$ cat src/rtl/mem_drv_pkg.sv
// -----------------------------------------------------------------------------
// mem_drv_pkg
// Shared types for the memory command driver: the command opcode, the driver
// FSM state encoding and the queued command record, plus a small helper that
// maps an opcode to the FSM state that performs it.
// -----------------------------------------------------------------------------
package mem_drv_pkg;

   localparam int unsigned ADDR_W = 16;
   localparam int unsigned DATA_W = 16;

   // Increment used by the 16-bit completion counters (wraps naturally).
   localparam logic [15:0] CNT16_ONE = 16'd1;

   typedef enum logic {
      OP_RD = 1'b0,
      OP_WR = 1'b1
   } op_e;

   typedef enum logic [1:0] {
      IDLE  = 2'd0,
      WRITE = 2'd1,
      READ  = 2'd2,
      RSP   = 2'd3
   } state_e;

   typedef struct packed {
      op_e               op;
      logic [ADDR_W-1:0] addr;
      logic [DATA_W-1:0] wdata;
   } cmd_t;

   // State entered when a command with this opcode is issued.
   function automatic state_e issue_state(input op_e op);
      state_e st;
      case (op)
         OP_WR:   st = WRITE;
         OP_RD:   st = READ;
         default: st = IDLE;
      endcase
      return st;
   endfunction

endpackage

$ cat src/rtl/mem_cmd_fifo.sv
// -----------------------------------------------------------------------------
// mem_cmd_fifo
// Synchronous command FIFO, DEPTH entries (power of two). The head entry is
// presented combinationally from storage so the consumer can decode it in the
// same cycle it pops. A push while full is dropped, even if a pop happens in
// the same cycle; flags come from a registered occupancy count.
//
// Ports
//   clk          clock
//   rst_n_i      synchronous active-low reset (empties the FIFO)
//   push_i       write push_data_i at the tail (ignored when full)
//   push_data_i  command to enqueue
//   pop_i        discard the head entry (ignored when empty)
//   head_o       current head entry
//   full_o       FIFO holds DEPTH entries
//   empty_o      FIFO holds no entries
// -----------------------------------------------------------------------------
module mem_cmd_fifo
   import mem_drv_pkg::*;
#(
   parameter int unsigned DEPTH = 4
) (
   input  logic clk,
   input  logic rst_n_i,
   input  logic push_i,
   input  cmd_t push_data_i,
   input  logic pop_i,
   output cmd_t head_o,
   output logic full_o,
   output logic empty_o
);

   localparam int unsigned PTR_W = $clog2(DEPTH);
   localparam int unsigned CNT_W = PTR_W + 1;

   localparam logic [PTR_W-1:0] PTR_ZERO = {PTR_W{1'b0}};
   localparam logic [PTR_W-1:0] PTR_ONE  = PTR_W'(1);
   localparam logic [CNT_W-1:0] CNT_ZERO = {CNT_W{1'b0}};
   localparam logic [CNT_W-1:0] CNT_ONE  = CNT_W'(1);
   localparam logic [CNT_W-1:0] CNT_FULL = CNT_W'(DEPTH);

   cmd_t             mem_q [DEPTH];
   logic [PTR_W-1:0] wr_ptr_q, wr_ptr_d;
   logic [PTR_W-1:0] rd_ptr_q, rd_ptr_d;
   logic [CNT_W-1:0] count_q, count_d;
   logic             do_push_s;
   logic             do_pop_s;

   assign full_o    = (count_q == CNT_FULL);
   assign empty_o   = (count_q == CNT_ZERO);
   assign do_push_s = push_i && !full_o;
   assign do_pop_s  = pop_i && !empty_o;
   assign head_o    = mem_q[rd_ptr_q];

   // Next pointer and occupancy values; pointers wrap because DEPTH is 2^n.
   always_comb begin
      wr_ptr_d = wr_ptr_q;
      rd_ptr_d = rd_ptr_q;
      count_d  = count_q;
      if (do_push_s) begin
         wr_ptr_d = wr_ptr_q + PTR_ONE;
      end else begin
         wr_ptr_d = wr_ptr_q;
      end
      if (do_pop_s) begin
         rd_ptr_d = rd_ptr_q + PTR_ONE;
      end else begin
         rd_ptr_d = rd_ptr_q;
      end
      case ({do_push_s, do_pop_s})
         2'b10:   count_d = count_q + CNT_ONE;
         2'b01:   count_d = count_q - CNT_ONE;
         default: count_d = count_q;
      endcase
   end

   // Pointer and occupancy registers with synchronous reset.
   always_ff @(posedge clk) begin
      if (!rst_n_i) begin
         wr_ptr_q <= PTR_ZERO;
         rd_ptr_q <= PTR_ZERO;
         count_q  <= CNT_ZERO;
      end else begin
         wr_ptr_q <= wr_ptr_d;
         rd_ptr_q <= rd_ptr_d;
         count_q  <= count_d;
      end
   end

   // Entry storage; contents are qualified by the count, so no reset needed.
   always_ff @(posedge clk) begin
      if (do_push_s) begin
         mem_q[wr_ptr_q] <= push_data_i;
      end
   end

endmodule

$ cat src/rtl/mem_cmd_driver.sv
// -----------------------------------------------------------------------------
// mem_cmd_driver
// Accepts read/write commands into a FIFO and plays them, in order, onto a
// simple strobed memory port. Writes take one cycle each and can run
// back-to-back; reads take one strobe cycle and then park in RSP until the
// downstream consumer takes the response.
//
// Ports
//   clk, reset_n            clock, synchronous active-low reset
//   cmd_valid/cmd_ready     upstream command handshake
//   cmd_op, cmd_addr,       command: 0 = read, 1 = write; address; write data
//   cmd_wdata
//   addr, wr_data_reg       memory address and write data (held when idle)
//   rd, wr                  one-cycle memory strobes, never both high
//   data                    memory read data, sampled at the end of READ
//   rsp_valid/rsp_ready     read response handshake
//   rsp_data, rsp_addr      read data and the address it came from
//   wr_count, rd_count      completed writes / reads, wrapping 16-bit
// -----------------------------------------------------------------------------
module mem_cmd_driver
   import mem_drv_pkg::*;
#(
   parameter int unsigned CMD_DEPTH = 4
) (
   input  logic        clk,
   input  logic        reset_n,
   input  logic        cmd_valid,
   output logic        cmd_ready,
   input  logic        cmd_op,
   input  logic [15:0] cmd_addr,
   input  logic [15:0] cmd_wdata,
   output logic [15:0] addr,
   output logic [15:0] wr_data_reg,
   output logic        rd,
   output logic        wr,
   input  logic [15:0] data,
   output logic        rsp_valid,
   input  logic        rsp_ready,
   output logic [15:0] rsp_data,
   output logic [15:0] rsp_addr,
   output logic [15:0] wr_count,
   output logic [15:0] rd_count
);

   state_e      state_q, state_d;
   logic        rdy_q;
   logic [15:0] addr_q, addr_d;
   logic [15:0] wdata_q, wdata_d;
   logic        rsp_valid_q, rsp_valid_d;
   logic [15:0] rsp_data_q, rsp_data_d;
   logic [15:0] rsp_addr_q, rsp_addr_d;
   logic [15:0] wr_count_q, wr_count_d;
   logic [15:0] rd_count_q, rd_count_d;

   logic        fifo_full_s;
   logic        fifo_empty_s;
   logic        push_s;
   logic        pop_s;
   logic        slot_free_s;
   logic        rd_s;
   logic        wr_s;
   cmd_t        push_cmd_s;
   cmd_t        head_s;

   // rdy_q holds cmd_ready low for the reset cycle and the edge that
   // releases it; from then on readiness depends only on the full flag.
   assign cmd_ready = rdy_q && !fifo_full_s;
   assign push_s    = cmd_valid && cmd_ready;
   assign pop_s     = slot_free_s && !fifo_empty_s;

   // Pack the upstream command fields into the queued record.
   always_comb begin
      push_cmd_s       = '0;
      push_cmd_s.op    = op_e'(cmd_op);
      push_cmd_s.addr  = cmd_addr;
      push_cmd_s.wdata = cmd_wdata;
   end

   mem_cmd_fifo #(
      .DEPTH (CMD_DEPTH)
   ) u_fifo (
      .clk         (clk),
      .rst_n_i     (reset_n),
      .push_i      (push_s),
      .push_data_i (push_cmd_s),
      .pop_i       (pop_s),
      .head_o      (head_s),
      .full_o      (fifo_full_s),
      .empty_o     (fifo_empty_s)
   );

   // Whether the memory port is free to take the next command at the end of
   // this cycle: a finished write, idle, or a response being handed off.
   always_comb begin
      slot_free_s = 1'b0;
      case (state_q)
         IDLE:    slot_free_s = 1'b1;
         WRITE:   slot_free_s = 1'b1;
         READ:    slot_free_s = 1'b0;
         RSP:     slot_free_s = rsp_ready;
         default: slot_free_s = 1'b0;
      endcase
   end

   // FSM state register.
   always_ff @(posedge clk) begin
      if (!reset_n) begin
         state_q <= IDLE;
         rdy_q   <= 1'b0;
      end else begin
         state_q <= state_d;
         rdy_q   <= 1'b1;
      end
   end

   // FSM next-state logic.
   always_comb begin
      state_d = state_q;
      case (state_q)
         IDLE, WRITE: begin
            if (pop_s) begin
               state_d = issue_state(head_s.op);
            end else begin
               state_d = IDLE;
            end
         end
         READ: begin
            state_d = RSP;
         end
         RSP: begin
            if (pop_s) begin
               state_d = issue_state(head_s.op);
            end else if (rsp_ready) begin
               state_d = IDLE;
            end else begin
               state_d = RSP;
            end
         end
         default: begin
            state_d = IDLE;
         end
      endcase
   end

   // FSM outputs: memory strobes decoded from the state register.
   always_comb begin
      rd_s = 1'b0;
      wr_s = 1'b0;
      case (state_q)
         WRITE:   wr_s = 1'b1;
         READ:    rd_s = 1'b1;
         default: begin
            rd_s = 1'b0;
            wr_s = 1'b0;
         end
      endcase
   end

   // Datapath next values: address/data load on issue, response capture at
   // the end of READ, completion counting at the end of WRITE/READ.
   always_comb begin
      addr_d      = addr_q;
      wdata_d     = wdata_q;
      rsp_valid_d = rsp_valid_q;
      rsp_data_d  = rsp_data_q;
      rsp_addr_d  = rsp_addr_q;
      wr_count_d  = wr_count_q;
      rd_count_d  = rd_count_q;

      if (pop_s) begin
         addr_d = head_s.addr;
         if (head_s.op == OP_WR) begin
            wdata_d = head_s.wdata;
         end else begin
            wdata_d = wdata_q;
         end
      end else begin
         addr_d  = addr_q;
         wdata_d = wdata_q;
      end

      case (state_q)
         WRITE: begin
            wr_count_d = wr_count_q + CNT16_ONE;
         end
         READ: begin
            rsp_valid_d = 1'b1;
            rsp_data_d  = data;
            rsp_addr_d  = addr_q;
            rd_count_d  = rd_count_q + CNT16_ONE;
         end
         RSP: begin
            if (rsp_ready) begin
               rsp_valid_d = 1'b0;
            end else begin
               rsp_valid_d = rsp_valid_q;
            end
         end
         default: begin
            rsp_valid_d = rsp_valid_q;
         end
      endcase
   end

   // Datapath registers with synchronous reset.
   always_ff @(posedge clk) begin
      if (!reset_n) begin
         addr_q      <= 16'h0000;
         wdata_q     <= 16'h0000;
         rsp_valid_q <= 1'b0;
         rsp_data_q  <= 16'h0000;
         rsp_addr_q  <= 16'h0000;
         wr_count_q  <= 16'h0000;
         rd_count_q  <= 16'h0000;
      end else begin
         addr_q      <= addr_d;
         wdata_q     <= wdata_d;
         rsp_valid_q <= rsp_valid_d;
         rsp_data_q  <= rsp_data_d;
         rsp_addr_q  <= rsp_addr_d;
         wr_count_q  <= wr_count_d;
         rd_count_q  <= rd_count_d;
      end
   end

   assign addr        = addr_q;
   assign wr_data_reg = wdata_q;
   assign rd          = rd_s;
   assign wr          = wr_s;
   assign rsp_valid   = rsp_valid_q;
   assign rsp_data    = rsp_data_q;
   assign rsp_addr    = rsp_addr_q;
   assign wr_count    = wr_count_q;
   assign rd_count    = rd_count_q;

endmodule

$ cat config.mk
export PLATFORM = sky130hd
export DESIGN_NAME = mem_cmd_driver
export DESIGN_NICKNAME = d
export VERILOG_FILES = /design/src/rtl/mem_drv_pkg.sv /design/src/rtl/mem_cmd_fifo.sv /design/src/rtl/mem_cmd_driver.sv
export SDC_FILE = /design/constraint.sdc
export NUM_CORES = 1
export LEC_CHECK = 0
export BUFFER_PORTS_ARGS = -buffer_cell sky130_fd_sc_hd__buf_2
export CORE_MARGIN = 2
export CORE_UTILIZATION = 30
export CTS_CLUSTER_SIZE = 8
export DETAILED_ROUTE_END_ITERATION = 8
export HOLD_SLACK_MARGIN = 0.12
export PLACE_DENSITY_LB_ADDON = 0.3
export SYNTH_ARGS = -nofsm -noshare
export SYNTH_HDL_FRONTEND = slang
export SYNTH_SLANG_ARGS = --single-unit
$ cat constraint.sdc
create_clock -name clk -period 4.6 [get_ports clk]
set_input_delay 0.69 -clock clk [delete_from_list [all_inputs] [get_ports clk]]
set_output_delay 0.69 -clock clk [all_outputs]
set_load 0.03 [all_outputs]
==> run summary, run 1 <==
Die Span Y: 177 um
Largest register FFs: 132
Worst slew margin relative to its limit: 0.364
Routability-driven placement congestion ratio: 0.763
Starting density of the core: 0.304
Die span in x: 177 um
Depth of the most critical reg-to-reg path: 9
Num Clock Sinks: 241
Largest net degree at the start of global routing: 46
Combinational share of power: 0.225
Total routed wirelength: 19.9 mm
Synth Warn #: 0
Area occupied by multi-input gates: 2660 um2
Highest cell delay on the worst timing path: 0.54 ns
Worst hold path depth: 1
Max VDD drop: 222 uV
Number of register bits inferred by synthesis: 241
Post-detailed-route wirelength per cell: 16.0 um
PD cells: 579 nW/um2
Hold Path Origin: cmd_wdata[9]
Worst-path clk slew: 0.05 ns
Leading post-synthesis cells by instance count: edfxtp_1 (132), nand2_1 (129), dfxtp_1 (109)
Leading cell types by total area after synthesis: edfxtp_1 (44%), dfxtp_1 (24%), mux4_2 (8.3%)
Post-synth design cell area: 8980 um2
Number of distinct standard cells referenced by the synthesized netlist: 46
Via total after detailed routing: 5,591
Worst setup startpoint: state_q[1]
CP delay by family, top: buffers and inverters
Quantity of gates resized following cts: 0
Fraction of synthesis flops using an asynchronous set or reset pin: 0
Cell taking the most area after synthesis: edfxtp_1
Floorplan core area: 29,600 um2
Met2 wire length: 9.44 mm
Arrival time of data at the critical path endpoint: 2.30 ns
Number of standard cells after synthesis: 672
Share of post-route cells with drive strength above 1: 0.300
Prevailing post-synth register cell: edfxtp_1
Top Metal Used: met5
Number of clock buffers inserted by TritonCTS: 36
Die area: 31,300 um2
Type of element capturing the critical path: output port
Launching element type of the critical path: flip-flop
Initial antenna violation count: 3
Number of max-cap violations: 0
# H-tree levels: 2
Run status: finished, final reports clean
Avg Inst Size Synth: 13.4 um2
Critical path buffers and inverters: 3
Count of fill cells added during filler insertion: 2,892
Net count of the finished layout: 896
Slew of the pin with the lowest slew margin: 0.953 ns
Overall Global Routing Usage: 0.126
Share of the yosys chip area belonging to registers: 0.684
Library cell with the highest instance count after synthesis: edfxtp_1
Register with the highest flop count: u_fifo.mem_q
Worst-case hold slack: 0.388 ns
Flop pwr share: 0.415
Post-CTS Repair Setup Buffers: 0
Sequential Area: 6150 um2
Post-DP HPWL: 12.5 mm
Net switching share of the total power: 0.313
Layout overhead on the synthesized area: 23.9%
Ports placed on the boundary: 153
Cell-by-cell trace of the critical path: or2b_1 > buf_4 > inv_2 > buf_2
Clock skew after layout: 0.0194 ns
Worst-case register-to-register setup slack: 2.06 ns
Clock power share: 0.360
Unrepaired setup endpoints after global routing: no
Net count after synthesis: 733
Leakage Power: 4.15 nW
Final hold violations: 0
Maximum buffer depth of the clock tree: 3
DR vias/cell: 4.51
Share of the clock period used by the worst path after layout: 0.651
Startpoint of the most critical register-to-register path: state_q[0]
Switching power summed over all nets: 2.02 mW
Number of global-route vias before repair: 5,547
Time the worst path needs with I/O delays and setup: 2.99 ns
Yosys top cell area share: 0.441
CTS tree: built
Detailed Route Iter0 Violations: 328
Summed negative setup slack over all endpoints: 0 ns
Total grt overflow: 0
Critical path class: flip-flop to output port
Number of placement rows: 63
Internal portion of total power: 4.43 mW
Worst Hold Class: input pin to flip-flop
Slowest stage cell, crit path: inv_2
Worst skew pair latency: 0.51 ns
Detailed-routing iteration count for the pre-antenna-repair pass: 6
Worst min-delay path endpoint: u_fifo.mem_q[3][9]
Cts hold-fix bufs: 0
Residual antenna-violating net count after detailed routing: 0
Wire length the detailed router placed on met1: 8.65 mm
DR WL met3: 1.24 mm
Required arrival time at the worst endpoint: 3.91 ns
Highest attainable clock frequency: 334 MHz
Worst reg2reg path endpoint: u_fifo.count_q[2]
Count of final max-slew check failures: 0
DRC violations left: 0
Final setup fails: 0
Global-route wire length before repair: 30.7 mm
Maximum fanout along the worst path: 37
Number of synthesized flops with an enable pin: 132
Quantity of I/O buffers inserted on ports: 152
Clock Tree Root: clkbuf_16
[layer usage]
metal,GRT usage,up-vias
met5,0,-
met4,0.0492,2
met3,0.0348,41
met2,0.206,125
met1,0.157,2668
li1,-,2755
[cells in the final DEF, fill, tap and decap left out, drive strengths merged, types with 2 or more instances in the layout]
cell    netlist  routed
a21oi        59      59
and3          7       7
and4          2       2
and4b         3       3
buf          14     158
clkbuf       19      47
dfxtp       109     109
edfxtp      132     132
ha            7       7
inv           9      11
mux2i         7       7
mux4         33      33
nand2       131     131
nand2b        5       5
nand3        32      32
nand4         5       5
nor2         29      29
nor3          2       2
o21ai        21      21
o31ai         3       3
or3           5       5
or4           3       3
xnor2         9       9
xor2         15      15
[layout make-up]
cell class | instances | area share
Antenna cell | 1 | 0.000225
Clock buffer | 47 | 0.0846
Clock inverter | 4 | 0.00495
Inverter | 9 | 0.00303
Multi-Input combinational cell | 389 | 0.239
Sequential cell | 241 | 0.552
Tap cell | 390 | 0.0438
Timing Repair Buffer | 158 | 0.0724
[through the flow]
stage / total power, mW / cells / utilization / cell area [um2] / setup WS, ns
after floorplan: 3.77 / 672 / - / 8980 / 2.09
after global placement: 4.18 / 1187 / 0.343 / 10100 / 1.80
after detailed placement: 4.19 / 1187 / 0.343 / 10100 / 1.75
after CTS: 6.56 / 1238 / 0.377 / 11100 / 1.55
after global routing: 6.80 / 1238 / 0.377 / 11100 / 1.41
final: 6.45 / 1239 / 0.377 / 11100 / 1.61
[how the worst max path moves through the flow]
stage,cells past startpoint,slack (ns),end
5_1_grt,4,1.41,rd
3_5_place_dp,10,1.75,u_fifo.count_q[2]
4_1_cts,4,1.55,rd
6_report,4,1.61,rd
3_3_place_gp,10,1.80,u_fifo.count_q[2]
2_1_floorplan,10,2.09,u_fifo.count_q[2]
[power by group through the flow]
stage,registers (mW),clock network [mW],logic (mW)
after CTS,2.68,2.40,1.48
after global placement,2.71,0,1.46
after floorplan,3.00,0,0.769
final,2.68,2.32,1.45
after global routing,2.71,2.50,1.59
after detailed placement,2.72,0,1.47
[logic make-up (layout without fill, tap and decap cells)]
group / count (synthesis) / in the layout / synth area share
xor gates and xnor gates: 24 / 24 / 0.0234
and+or+nand+nor: 231 / 231 / 0.118
adders and majority gates: 8 / 8 / 0.0120
other: 0 / 1 / 0
muxes: 40 / 40 / 0.0905
AOI/OAI and AO/OA: 86 / 86 / 0.0510
DFF: 241 / 241 / 0.684
buffers and inverters: 42 / 218 / 0.0208
No activity file was read; power rests on OpenSTA's default activity.
==> run 2: changes to the inputs <==
Settings changed: ABC_AREA set to 1.
Clock period 4.6 ns to 2.69 ns, I/O delays scaled along.
==> run summary, run 2 <==
Synth Warn #: 0
Share of the clock period used by the worst path after layout: 0.818
Maximum buffer depth of the clock tree: 3
Quantity of I/O buffers inserted on ports: 152
Num Clock Sinks: 241
Multiplexer fraction of the synthesized cell area: 0
Arrival time of data at the critical path endpoint: 1.80 ns
Die span in x: 181 um
Area fraction in and, or, nand and nor cells after synthesis: 0.172
Overall Global Routing Usage: 0.138
# H-tree levels: 2
Required arrival time at the worst endpoint: 2.29 ns
Number of max-cap violations: 0
Layout overhead on the synthesized area: 27.2%
Type of element capturing the critical path: output port
Leading post-synthesis cells by instance count: nor2_1 (257), o21ai_0 (135), edfxtp_1 (132)
Clock Tree Root: clkbuf_16
Critical path class: flip-flop to output port
CTS tree: built
Ports placed on the boundary: 153
Die Span Y: 181 um
Number of register bits inferred by synthesis: 241
Residual antenna-violating net count after detailed routing: 0
Count of fill cells added during filler insertion: 3,105
Cell Count Post-Placement: 1,454
Number of non-filler instances in the completed layout: 1,543
Number of standard cells after synthesis: 936
Total grt overflow: 0
Most frequent standard cell in the layout excluding fill and tap cells: nor2_1
Final setup fails: 0
PD cells: 1100 nW/um2
Share of the yosys chip area belonging to registers: 0.657
Largest register FFs: 132
Share of post-route cells with drive strength above 1: 0.202
Leakage Power: 4.67 nW
Time the worst path needs with I/O delays and setup: 2.20 ns
Count of final max-slew check failures: 0
Quantity of gates resized following cts: 0
Placement Setup Slack: 0.786 ns
Library cell with the highest instance count after synthesis: nor2_1
Die area: 32,600 um2
Post-synth design cell area: 9350 um2
Post-CTS Repair Setup Buffers: 0
Detailed Route Iter0 Violations: 362
Area of all placed cells without fillers: 11,900 um2
Worst slew margin relative to its limit: 0.640
DRC violations left: 0
Adder-cell share of the synthesized area: 0.0115
Leading cell types by total area after synthesis: edfxtp_1 (42%), dfxtp_1 (23%), nor2_1 (10%)
Number of distinct standard cells referenced by the synthesized netlist: 33
Global-route wire length before repair: 36.5 mm
Number of global-route vias before repair: 6,856
Post-detailed-route wirelength per cell: 14.6 um
Worst Hold Class: input pin to flip-flop
Highest attainable clock frequency: 454 MHz
Post-DP HPWL: 14.1 mm
Dpl cell area: 10,600 um2
Maximum fanout along the worst path: 8
Initial antenna violation count: 2
Compound-gate portion of the synthesized area: 0.112
Number of synthesized flops with an enable pin: 132
Number of clock buffers inserted by TritonCTS: 36
Avg Inst Size Synth: 9.99 um2
Unrepaired setup endpoints after global routing: no
Via total after detailed routing: 7,111
Slew of the pin with the lowest slew margin: 0.539 ns
Floorplan core area: 30,700 um2
Final hold violations: 0
Top library cells by usage in the layout, fill and taps aside: nor2_1 (253), buf_2 (152), o21ai_0 (135)
Net count of the finished layout: 1,186
Detailed-routing iteration count for the pre-antenna-repair pass: 4
Total routed wirelength: 22.6 mm
Final worst setup slack: 0.490 ns
Starting density of the core: 0.305
Fraction of synthesis flops using an asynchronous set or reset pin: 0
Yosys top cell area share: 0.424
Cell taking the most area after synthesis: edfxtp_1
Routability-driven placement congestion ratio: 0.766
Largest family of logic cells by synthesized area: simple AND/OR/NAND/NOR gates
Number of placement rows: 64
Xor and xnor fraction of the mapped netlist area: 0.00187
Summed negative setup slack over all endpoints: 0 ns
Max VDD drop: 540 uV
Run status: finished, final reports clean
Net count after synthesis: 997
Worst skew pair latency: 0.51 ns
DR vias/cell: 4.61
Worst-path clk slew: 0.06 ns
Largest net degree at the start of global routing: 51
Launching element type of the critical path: flip-flop
Clock skew after layout: 0.0190 ns
Register with the highest flop count: u_fifo.mem_q
Prevailing post-synth register cell: edfxtp_1
run 2: changes by cell type in the layout (fill, tap and decap cells not counted), sizes merged, moves of 14 or more:
| cell | delta |
|---|---|
| nor2 | +235 |
| o21ai | +124 |
| nand2 | -45 |
| inv | +38 |
| a21oi | -37 |
| mux4 | -33 |
| o22ai | +32 |
| dlygate4sd3 | +29 |
| xor2 | -14 |
run 2: area by class of cell:
class	count	area (um2)	share of cell area
flip-flops and latches	241	6150	0.517
multi-input cells	599	2800	0.236
repair buffers	198	1220	0.102
clock buffers	55	993	0.0835
well taps	396	495	0.0416
inverters	49	184	0.0155
clock inverters	3	53.8	0.00452
diodes	2	5.00	0.000421
run 2: final timing paths:
kind,startpoint,to,slack [ns],depth (start not counted)
min reg2reg,u_fifo.rd_ptr_q[1],flip-flop,0.44,1
min,cmd_wdata[1],u_fifo.mem_q[2][1],0.14,1
max,state_q[1],rd,0.49,3
max reg2reg,u_fifo.count_q[0],u_fifo.count_q[2],0.85,10
run 2: timing repair:
| item | in CTS | in global routing |
|---|---|---|
| setup endpoints to repair | 0 | 0 |
| hold buffers | 29 | 0 |
| hold endpoints to repair | 114 | 0 |
run 2: kinds of logic after synthesis:
| logic type | count (synthesis) |
|---|---|
| AND/OR/NAND/NOR | 389 |
| adder cells (fa/ha/maj) | 8 |
| buffers and inverters | 96 |
| AO/OA/AOI/OAI | 200 |
| flip-flops | 241 |
| XOR/XNOR | 2 |
run 2: report_power, final:
| part | leakage [nW] | switching, mW | internal, mW | total, mW |
|---|---|---|---|---|
| registers | 2.09 | 0.366 | 4.50 | 4.86 |
| clock network | 0.496 | 1.57 | 2.54 | 4.11 |
| logic | 2.08 | 2.94 | 1.21 | 4.15 |
| total | 4.67 | 4.88 | 8.24 | 13.1 |
run 2: routing by layer:
layer  global-route usage  routed length [um]  up-vias
li1                     -                   -     3555
met1                0.185               10700     3340
met2                0.224               10300      178
met3               0.0295                1210       38
met4               0.0406                 414        0
met5                    0                   0        -
run 2: worst max-delay path, stage by stage, from the launching register on:
cell,delay (ns)
dfxtp_1,0.56
inv_2,0.13
nor2_2,0.32
buf_2,0.28
run 2: metrics by stage:
step / hold WS, ns / total power [mW] / utilization
detailed placement: 0.429 / 9.11 / 0.344
global route: 0.129 / 14.0 / 0.388
finish: 0.138 / 13.1 / 0.388
global placement: 0.424 / 9.07 / 0.344
CTS: 0.124 / 13.3 / 0.388
floorplan: 0.412 / 7.92 / -
